## src/rtl/icon_engine_pkg.sv

```systemverilog
// Shared constants and types for the icon overlay engine.
package icon_engine_pkg;

  // Per-icon rotation codes, clockwise.
  typedef enum logic [1:0] {
    ORIENT_0   = 2'd0,
    ORIENT_90  = 2'd1,
    ORIENT_180 = 2'd2,
    ORIENT_270 = 2'd3
  } orient_e;

  localparam int unsigned TRANSPARENT_COLOR = 0;
  localparam int unsigned PIPE_LATENCY      = 3;
  localparam int unsigned FRAME_W           = 8;
  localparam int unsigned COORD_W           = 10;
  localparam int unsigned BOUND_W           = 11;

  // Icon index width; a single icon still gets a 1-bit id.
  function automatic int unsigned id_width(input int unsigned n);
    return (n > 1) ? $clog2(n) : 1;
  endfunction

endpackage

```

## src/rtl/icon_engine_if.sv

```systemverilog
// Pixel-stream bus: raster position in, icon colour/hit/id out.
interface icon_engine_if #(
  parameter int unsigned COLOR_W = 12,
  parameter int unsigned ID_W    = 2
);
  logic [9:0]         pixCol;
  logic [9:0]         pixRow;
  logic               pixValid;
  logic [COLOR_W-1:0] iconColor;
  logic               iconHit;
  logic [ID_W-1:0]    iconId;

  modport master (
    output pixCol, pixRow, pixValid,
    input  iconColor, iconHit, iconId
  );

  modport slave (
    input  pixCol, pixRow, pixValid,
    output iconColor, iconHit, iconId
  );
endinterface

```

## src/rtl/icon_engine_rom.sv

```systemverilog
// Icon bitmap ROM, synchronous read with one clock of latency.
// Contents are an address-derived pattern (word = address + 1) with the
// bottom-right texel of every icon transparent, so no image file is needed.
module icon_rom #(
  parameter int unsigned DEPTH = 1024,
  parameter int unsigned WIDTH = 12,
  parameter int unsigned AW    = 10,
  parameter int unsigned LOC_W = 8
) (
  input  logic             clk,
  input  logic             rst_n,
  input  logic [AW-1:0]    addr_i,
  output logic [WIDTH-1:0] rdata_o
);

  logic [WIDTH-1:0] data_q;

  function automatic logic [WIDTH-1:0] rom_word(input logic [AW-1:0] a);
    logic [WIDTH-1:0] w;
    w = WIDTH'(a) + WIDTH'(1);
    if (32'(a) >= DEPTH || a[LOC_W-1:0] == '1) w = '0;
    return w;
  endfunction

  // Registered read port.
  always_ff @(posedge clk) begin
    if (!rst_n) data_q <= '0;
    else        data_q <= rom_word(addr_i);
  end

  assign rdata_o = data_q;

endmodule

```

## src/rtl/icon_engine.sv

```systemverilog
// Icon overlay engine: priority hit test, rotation, ROM lookup, 3-clock pipe.
module icon_engine
  import icon_engine_pkg::*;
#(
  parameter int unsigned NUM_ICONS   = 4,
  parameter int unsigned ICON_LOG2   = 4,
  parameter int unsigned COLOR_W     = 12,
  parameter int unsigned SCALE_SHIFT = 2,
  parameter int unsigned BLINK_BIT   = 4
) (
  input  logic                   clk,
  input  logic                   reset_n,
  icon_engine_if.slave           bus,
  input  logic [NUM_ICONS*8-1:0] locX,
  input  logic [NUM_ICONS*8-1:0] locY,
  input  logic [NUM_ICONS*2-1:0] orient,
  input  logic [NUM_ICONS-1:0]   iconEn,
  input  logic [NUM_ICONS-1:0]   blinkEn
);

  localparam int unsigned ICON_W = 2 ** ICON_LOG2;
  localparam int unsigned ID_W   = id_width(NUM_ICONS);
  localparam int unsigned LOC_W  = 2 * ICON_LOG2;
  localparam int unsigned AW     = ID_W + LOC_W;
  localparam int unsigned DEPTH  = NUM_ICONS * ICON_W * ICON_W;

  logic [FRAME_W-1:0]   frame_q, frame_d;
  logic                 blink;
  logic [BOUND_W-1:0]   px, py, x0, y0, dx, dy;
  logic                 hit_d;
  logic [ID_W-1:0]      id_d;
  logic [ICON_LOG2-1:0] lx_sel, ly_sel, rom_x, rom_y;
  orient_e              ori_sel;
  logic [AW-1:0]        addr_d;

  logic                 hit1_q, hit2_q, hit_q;
  logic [ID_W-1:0]      id1_q, id2_q, id_q;
  logic [AW-1:0]        addr1_q;
  logic [COLOR_W-1:0]   rom_data, color_q;

  assign px    = BOUND_W'(bus.pixCol);
  assign py    = BOUND_W'(bus.pixRow);
  assign blink = frame_q[BLINK_BIT];

  // Frame counter advances on the first active pixel of each frame.
  always_comb begin
    frame_d = frame_q;
    if (bus.pixValid && bus.pixCol == COORD_W'(0) && bus.pixRow == COORD_W'(0))
      frame_d = frame_q + FRAME_W'(1);
  end

  // Priority hit test: scan high to low so the lowest index wins.
  // 11-bit compares keep icons near column/row 1023 clipped, not wrapped.
  always_comb begin
    hit_d   = 1'b0;
    id_d    = '0;
    lx_sel  = '0;
    ly_sel  = '0;
    ori_sel = ORIENT_0;
    x0      = '0;
    y0      = '0;
    dx      = '0;
    dy      = '0;
    for (int i = int'(NUM_ICONS) - 1; i >= 0; i--) begin
      x0 = BOUND_W'(locX[8*i +: 8]) << SCALE_SHIFT;
      y0 = BOUND_W'(locY[8*i +: 8]) << SCALE_SHIFT;
      dx = px - x0;
      dy = py - y0;
      if (bus.pixValid && iconEn[i] && !(blinkEn[i] && blink) &&
          px >= x0 && py >= y0 &&
          dx < BOUND_W'(ICON_W) && dy < BOUND_W'(ICON_W)) begin
        hit_d   = 1'b1;
        id_d    = ID_W'(i);
        lx_sel  = dx[ICON_LOG2-1:0];
        ly_sel  = dy[ICON_LOG2-1:0];
        ori_sel = orient_e'(orient[2*i +: 2]);
      end
    end
  end

  // Rotate local coordinates into ROM coordinates (~v is W-1-v).
  always_comb begin
    rom_x = lx_sel;
    rom_y = ly_sel;
    case (ori_sel)
      ORIENT_90:  begin rom_x = ly_sel;  rom_y = ~lx_sel; end
      ORIENT_180: begin rom_x = ~lx_sel; rom_y = ~ly_sel; end
      ORIENT_270: begin rom_x = ~ly_sel; rom_y = lx_sel;  end
      default:    begin rom_x = lx_sel;  rom_y = ly_sel;  end
    endcase
    addr_d = {id_d, rom_y, rom_x};
  end

  // Frame counter register.
  always_ff @(posedge clk) begin
    if (!reset_n) frame_q <= '0;
    else          frame_q <= frame_d;
  end

  // Stage 1: winning icon and ROM address.
  always_ff @(posedge clk) begin
    if (!reset_n) begin
      hit1_q  <= 1'b0;
      id1_q   <= '0;
      addr1_q <= '0;
    end else begin
      hit1_q  <= hit_d;
      id1_q   <= id_d;
      addr1_q <= addr_d;
    end
  end

  icon_rom #(
    .DEPTH (DEPTH),
    .WIDTH (COLOR_W),
    .AW    (AW),
    .LOC_W (LOC_W)
  ) u_rom (
    .clk     (clk),
    .rst_n   (reset_n),
    .addr_i  (addr1_q),
    .rdata_o (rom_data)
  );

  // Stage 2: carry hit/id alongside the ROM read.
  always_ff @(posedge clk) begin
    if (!reset_n) begin
      hit2_q <= 1'b0;
      id2_q  <= '0;
    end else begin
      hit2_q <= hit1_q;
      id2_q  <= id1_q;
    end
  end

  // Stage 3: a transparent texel blanks the pixel; no fall-through.
  always_ff @(posedge clk) begin
    if (!reset_n) begin
      color_q <= '0;
      hit_q   <= 1'b0;
      id_q    <= '0;
    end else if (hit2_q && rom_data != COLOR_W'(TRANSPARENT_COLOR)) begin
      color_q <= rom_data;
      hit_q   <= 1'b1;
      id_q    <= id2_q;
    end else begin
      color_q <= COLOR_W'(TRANSPARENT_COLOR);
      hit_q   <= 1'b0;
      id_q    <= '0;
    end
  end

  assign bus.iconColor = color_q;
  assign bus.iconHit   = hit_q;
  assign bus.iconId    = id_q;

endmodule

```

## src/flat_wrapper.sv

```systemverilog
// flat-port wrapper written by rule: the top's interface ports become plain ports
module icon_engine_flat import icon_engine_pkg::*;
#(
  parameter int unsigned NUM_ICONS   = 4,
  parameter int unsigned ICON_LOG2   = 4,
  parameter int unsigned COLOR_W     = 12,
  parameter int unsigned SCALE_SHIFT = 2,
  parameter int unsigned BLINK_BIT   = 4
)
  (clk, reset_n, locX, locY, orient, iconEn, blinkEn, bus_pixCol, bus_pixRow, bus_pixValid, bus_iconColor, bus_iconHit, bus_iconId);
  icon_engine_if #(.COLOR_W(COLOR_W), .ID_W(2)) bus_i ();
  input  logic clk;
  input  logic reset_n;
  input  logic [NUM_ICONS*8-1:0] locX;
  input  logic [NUM_ICONS*8-1:0] locY;
  input  logic [NUM_ICONS*2-1:0] orient;
  input  logic [NUM_ICONS-1:0] iconEn;
  input  logic [NUM_ICONS-1:0] blinkEn;
  input wire logic [$bits(bus_i.pixCol)-1:0] bus_pixCol;
  input wire logic [$bits(bus_i.pixRow)-1:0] bus_pixRow;
  input wire logic [$bits(bus_i.pixValid)-1:0] bus_pixValid;
  output wire logic [$bits(bus_i.iconColor)-1:0] bus_iconColor;
  output wire logic [$bits(bus_i.iconHit)-1:0] bus_iconHit;
  output wire logic [$bits(bus_i.iconId)-1:0] bus_iconId;
  assign bus_i.pixCol = bus_pixCol;
  assign bus_i.pixRow = bus_pixRow;
  assign bus_i.pixValid = bus_pixValid;
  assign bus_iconColor = bus_i.iconColor;
  assign bus_iconHit = bus_i.iconHit;
  assign bus_iconId = bus_i.iconId;
  icon_engine #(.NUM_ICONS(NUM_ICONS), .ICON_LOG2(ICON_LOG2), .COLOR_W(COLOR_W), .SCALE_SHIFT(SCALE_SHIFT), .BLINK_BIT(BLINK_BIT)) u_core (.clk(clk), .reset_n(reset_n), .bus(bus_i), .locX(locX), .locY(locY), .orient(orient), .iconEn(iconEn), .blinkEn(blinkEn));
endmodule
```

## config.mk

```make
export PLATFORM = sky130hd
export DESIGN_NAME = icon_engine_flat
export DESIGN_NICKNAME = d
export VERILOG_FILES = /design/src/rtl/icon_engine_pkg.sv /design/src/rtl/icon_engine_if.sv /design/src/rtl/icon_engine_rom.sv /design/src/rtl/icon_engine.sv /design/src/flat_wrapper.sv
export SDC_FILE = /design/constraint.sdc
export NUM_CORES = 1
export LEC_CHECK = 0
export ABC_AREA = 0
export CAP_MARGIN = 40
export CORE_MARGIN = 2
export CORE_UTILIZATION = 47
export DETAILED_ROUTE_END_ITERATION = 8
export PLACE_DENSITY = 0.79
export SETUP_SLACK_MARGIN = 0.1
export SLEW_MARGIN = 10
export SYNTH_ARGS = -nofsm -noshare
export SYNTH_HDL_FRONTEND = slang
export SYNTH_HIERARCHICAL = 1
export SYNTH_SLANG_ARGS = --single-unit
```

## constraint.sdc

```tcl
create_clock -name clk -period 4.1 [get_ports clk]
set_clock_uncertainty 0.2 [all_clocks]
set_input_delay 0.41 -clock clk [delete_from_list [all_inputs] [get_ports clk]]
set_output_delay 0.41 -clock clk [all_outputs]
set_load 0.05 [all_outputs]
```

Word level (Yosys, flattened, before mapping):

Cells that the tools add are included.

* word-level logic and storage cells: 106
* input port bits: 103
* output and inout port bits: 15
* register bits: 51

* $lt $le $gt $ge: 16
* bitwise gates (word level): 3
* mux-type cells: 23
* equal/unequal tests: 4
* reductions and logical operators: 40
* add/sub/neg operators: 10

Operators with widths (count)
* $lt A11 B5 Y1 const B: 8
* $sub A10 B10 Y11: 8
* $ge A10 B10 Y1: 8
* $mux W4: 8
* $logic_and A1 B1 Y1: 31
* $pmux W4 S3: 2
* $logic_not A10 Y1: 2
* $mux W2: 8
* $reduce_bool A12 Y1: 1
* $add A10 B1 Y11 const B: 1
* $add A8 B1 Y8 const B: 1
* $eq A8 B8 Y1 const B: 1
* $not A4 Y4: 2
* $mux W1: 5
* $eq A2 B2 Y1 const B: 2
* $logic_not A1 Y1: 4
* $eq A2 B1 Y1 const B: 1
* $reduce_and A2 Y1: 1
* $reduce_or A2 Y1: 1
* $not A1 Y1: 1

Logic depth before layout (Yosys ltp):

Gate-level depths: netlist (run 1).

* depth after elaboration: 13
* mapped depth: 17
* gate-level depth less buffers: 16

Cells and area by module:

Netlist (run 1), hierarchy kept.

Modules (own cells, without submodules)
* icon_engine: area each 4657.0 µm², times used 1, sequential area each 680.7 µm², cells each 618
* icon_rom: area each 451.7 µm², times used 1, sequential area each 220.2 µm², cells each 47

Worst setup path after synthesis (run 1):

OpenSTA, ideal clock, no wires.

* path type: input to register
* from: input bus_pixRow[2]
* to: register u_core.addr1_q[1]
* stages on the path: 16
* buffers on the path: 1
* library setup time: 0.071 ns
* required time: 3.829 ns
* path slack: -0.033 ns
* arrival time: 3.862 ns
* path through: inv_1 ha_1 fa_1 nand2b_1 a21oi_2 o21ai_2 or3b_1 a2111o_1 a2111oi_4 buf_6 nor2_1 a211oi_4 o22ai_4 mux2i_1 or3_1 a21oi_1

* word-level cells in the longest chain between the ends: 10
* elaborated cells between the ends (all ways): 42
* those cells by class: add/sub: 4; order compare: 8; eq/ne: 3; mux: 13; bitwise: 2; reduce/logical: 12

RTL lines
* start: declaration: line flat_wrapper.sv:20 `input wire logic [$bits(bus_i.pixRow)-1:0] bus_pixRow;`
* branches (longest 9 deep; another with $sub A10 B10 Y11)
* $pmux W4 S3 *: line icon_engine.sv:85 `case (ori_sel)`
* end signal: assignment: line icon_engine.sv:109 `addr1_q <= addr_d;`
* end: declaration: line icon_engine.sv:38 `logic [AW-1:0] addr1_q;`

Mark *: on every way between the ends.
A chain may end at the register's enable or synchronous reset.

Worst setup path after layout (run 1):

* from: input locY[16]
* to: register u_core.addr1_q[1]

* word-level cells in the longest chain between the ends: 9
* elaborated cells between the ends (all ways): 21
* those cells by class: add/sub: 1; order compare: 2; eq/ne: 3; mux: 10; bitwise: 2; reduce/logical: 3

RTL lines
* start: declaration: line flat_wrapper.sv:15 `input logic [NUM_ICONS*8-1:0] locY;`
* branches (longest 3 deep; another with $sub A10 B10 Y11)
* $logic_and A1 B1 Y1 *: line icon_engine.sv:71 `dx < BOUND_W'(ICON_W) && dy < BOUND_W'(ICON_W)) begin`
* $mux W2 / $mux W4 (equally long branches) (3 in series): line icon_engine.sv:69 `if (bus.pixValid && iconEn[i] && !(blinkEn[i] && blink) &&`
* $eq A2 B2 Y1 (tied with other cells): line icon_engine.sv:85
* $pmux W4 S3 *: line icon_engine.sv:85

Marked as above.

==> results of run 1 <==
## through the flow
| step | area [sq um] | hold slack, ns | TNS, ns | power, mW | std cells |
|---|---|---|---|---|---|
| after floorplan | 5120 | 0.206 | 0 | 0.810 | 666 |
| final | 7720 | 0.229 | 0 | 1.52 | 1036 |
| after global routing | 7720 | 0.239 | -0.00280 | 1.61 | 1036 |
| after detailed placement | 7190 | 0.214 | -4.12 | 1.12 | 1016 |
| after global placement | 7190 | 0.208 | -3.43 | 1.10 | 1016 |
| after CTS | 7430 | 0.229 | 0 | 1.47 | 1028 |
## worst paths after layout
| path | cells past startpoint | slack [ns] | end | from |
|---|---|---|---|---|
| hold reg to reg | 1 | 0.23 | u_core/bus.iconId[1] | u_core/id2_q[1] |
| setup / recovery | 16 | 0.15 | u_core/addr1_q[1] | locY[16] |
| hold / removal | 1 | 0.23 | u_core/bus.iconId[1] | u_core/id2_q[1] |
| setup reg to reg | 13 | 0.77 | u_core/addr1_q[1] | u_core/frame_q[4] |
## area by class of cell
type,count,area share
multi-input combinational,516,0.529
sequential,45,0.117
clock buffer,6,0.0107
timing repair buffer,233,0.270
inverter,94,0.0457
clock inverter,2,0.00486
tap,140,0.0227
## cell families after synthesis
| group | after synthesis | synth area share |
|---|---|---|
| xor gates and xnor gates | 30 | 0.0514 |
| other | 1 | 0.000734 |
| adders and majority gates | 74 | 0.193 |
| muxes | 20 | 0.0399 |
| buffers and inverters | 105 | 0.0798 |
| DFF | 45 | 0.176 |
| and+or+nand+nor | 221 | 0.236 |
| AOI/OAI and AO/OA | 169 | 0.223 |
## repair_timing
item,CTS,global route
gates resized for setup,30,76
pin swaps,9,24
hold buffers,0,0
hold endpoints to repair,0,0
endpoints found under the setup margin,8,8
buffers inserted,4,8
## state kept, by name (all words and copies together) (netlist names)
name and count:
u_core/hit2_q 1, u_core/bus.iconHit 1, u_core/frame_q 5, u_core/bus.iconId 2, u_core/u_rom/rdata_o 11, u_core/bus.iconColor 12
u_core/id1_q 2, u_core/addr1_q 8, u_core/hit1_q 1, u_core/id2_q 2
## report_power, final
part           leakage (nW)  internal (mW)  switching (mW)  total (mW)
registers             0.363          0.438        0.000483       0.438
clock network        0.0574          0.198           0.138       0.336
logic                  3.07          0.379           0.369       0.747
total                  3.49           1.01           0.508        1.52
## routing by layer
metal / share of wire / global-route usage
met1: 0.40 / 0.334
met2: 0.50 / 0.523
met3: 0.058 / 0.0205
met4: 0.039 / 0.101
met5: 0 / 0
## layout by cell type, fill, tap and decap left out, types with 7 or more instances in the layout
cell type	Yosys	routed
buf_4	1	109
a21oi_1	45	43
xor2_1	18	16
o21a_1	10	10
xnor2_1	12	12
ha_4	0	7
nand3_1	18	17
o22ai_1	7	7
nor2_1	50	49
inv_1	94	87
nor2b_1	11	10
o21ai_0	38	33
fa_2	0	7
mux2i_1	17	16
ha_1	66	55
nor4_1	16	14
a31oi_1	8	8
nand2_1	33	33
nand2b_1	18	17
dfxtp_1	45	45
inv_2	0	7
nor3_1	13	10
dlymetal6s2s_1	0	11
and2_1	22	21
clkdlybuf4s50_1	0	97
## worst max-delay path: cells and delay by family
| kind | cells | cell delay [ns] |
|---|---|---|
| AOI/OAI and AO/OA | 7 | 1.53 |
| adders and majority gates | 2 | 0.52 |
| muxes | 1 | 0.17 |
| buffers and inverters | 3 | 0.46 |
| and+or+nand+nor | 3 | 0.87 |
==> results.yml, run 1 <==
critical_path:
  slowest_delay_ns: 0.45
  slowest_stage: "a2111oi_4"
  arrival_ns: 3.97
  critPathRequiredTime_ns: 4.12
  startpoint_type: "input pin"
  cp_cell_sequence: "buf_2, ha_4, fa_2, nand2b_4, a21oi_4, o21ai_2, or3b_1, a2111o_1, a2111oi_4, buf_4, buf_12, a211oi_4, o22ai_4, mux2i_1, or3_1, a21oi_1"
  worst-path-max-fanout: 7
  path_class: "in -> reg"
  cp-end-kind: "flip-flop"
sta:
  rsz0062_at_grt: "true"
  period_minus_slack_ns: 3.95
  setup_viol: 0
  finalMaxSlewViolations: 0
  fmaxAchievable_mhz: 253
  finalWorstSetupSlack_ns: 0.154
  hold_viol: 0
  worst_slew_pin_slew_ns: 0.823
  slew_headroom: 0.449
  finalCritPeriodShare: 0.963
place:
  pre_cts_slack_ns: -0.581
  gp_congestion: 0.981
  io_buffers: 117
  post-dp-hpwl_mm: 14.0
global_route:
  grt_first_pass_wirelength_mm: 25.9
  antenna_found_initial: 0
  grt_max_degree: 16
  track_usage: 0.280
  gr-total-overflow: 0
  grt_pass1_vias: 5657
synthesis:
  ys.flop_type: "dfxtp_1"
  syn_area_sq_um: 5110
  ys_warn_count: 6
  synth_edf_count: 0
  synth_top_area_cell: "dfxtp_1"
  ys_types: 74
  yosysMostFrequentCell: "inv_1"
  syn_inst: 665
  seq_area_frac_synth: 0.176
  yosys-top-cells-count: "inv_1, ha_1, nor2_1"
  avgSynthCellArea_sq_um: 7.68
  synth.area.top_cells: "dfxtp_1, ha_1, inv_1, a21oi_1, o21ai_0"
  yosysTopAreaCellShare: 0.176
  ys_ff_latch: 45
  async_flop_share: 0
floorplanning:
  die_w_um: 108
  core_sq_um: 10700
  initial_core_util: 0.478
  die_height_um: 108
  rows: 38
  die-area_sq_um: 11700
  io-pin-count: 118
clock_tree:
  clock_latency_ns: 0.29
  cts_sinks: 45
  cts_tree: "built"
  numCtsBuffers: 5
  clkTransAtPathRegs_ns: 0.08
  root_buffer: "clkbuf_8"
  clockBufferDepth: 2
  htree_levels: 2
drt:
  drtIter0Drc: 425
  route.detailed.drc: 0
  wl_mm: 17.4
  first_pass_iters: 5
  vias_per_cell: 5.63
  routedWlPerCell_um: 16.8
  antenna_left: 0
  vias: 5837
finish:
  final_nets: 1072
  utilization: 0.722
  drive_gt1_frac: 0.220
  regArea_sq_um: 901
  n_antenna_cell: 0
  multi_input_area_sq_um: 4090
  syn_to_final_growth_pct: 51.2
  fill_cells: 822
min_path:
  min_path_type: "reg -> reg"
power:
  powerDensity_nw_per_um2: 197
  p_leak_nw: 3.49
  ir_drop_mv: 0.211
run_status:
  outcome: "complete, no violations"
flow_run:
  drv_cap: 0
Note: power is estimated with default switching activity, not from simulation.
==> run 2: changes to the inputs <==
--- a/config.mk
+++ b/config.mk
@@ -6,6 +6,7 @@
 export NUM_CORES = 1
 export LEC_CHECK = 0
 export ABC_AREA = 0
+export ABC_CLOCK_PERIOD_IN_PS = 4100
 export CAP_MARGIN = 40
 export CORE_MARGIN = 2
 export CORE_UTILIZATION = 47
==> results of run 2 <==
Same layout as run 1: the final DEF is identical, and so are final timing and power.
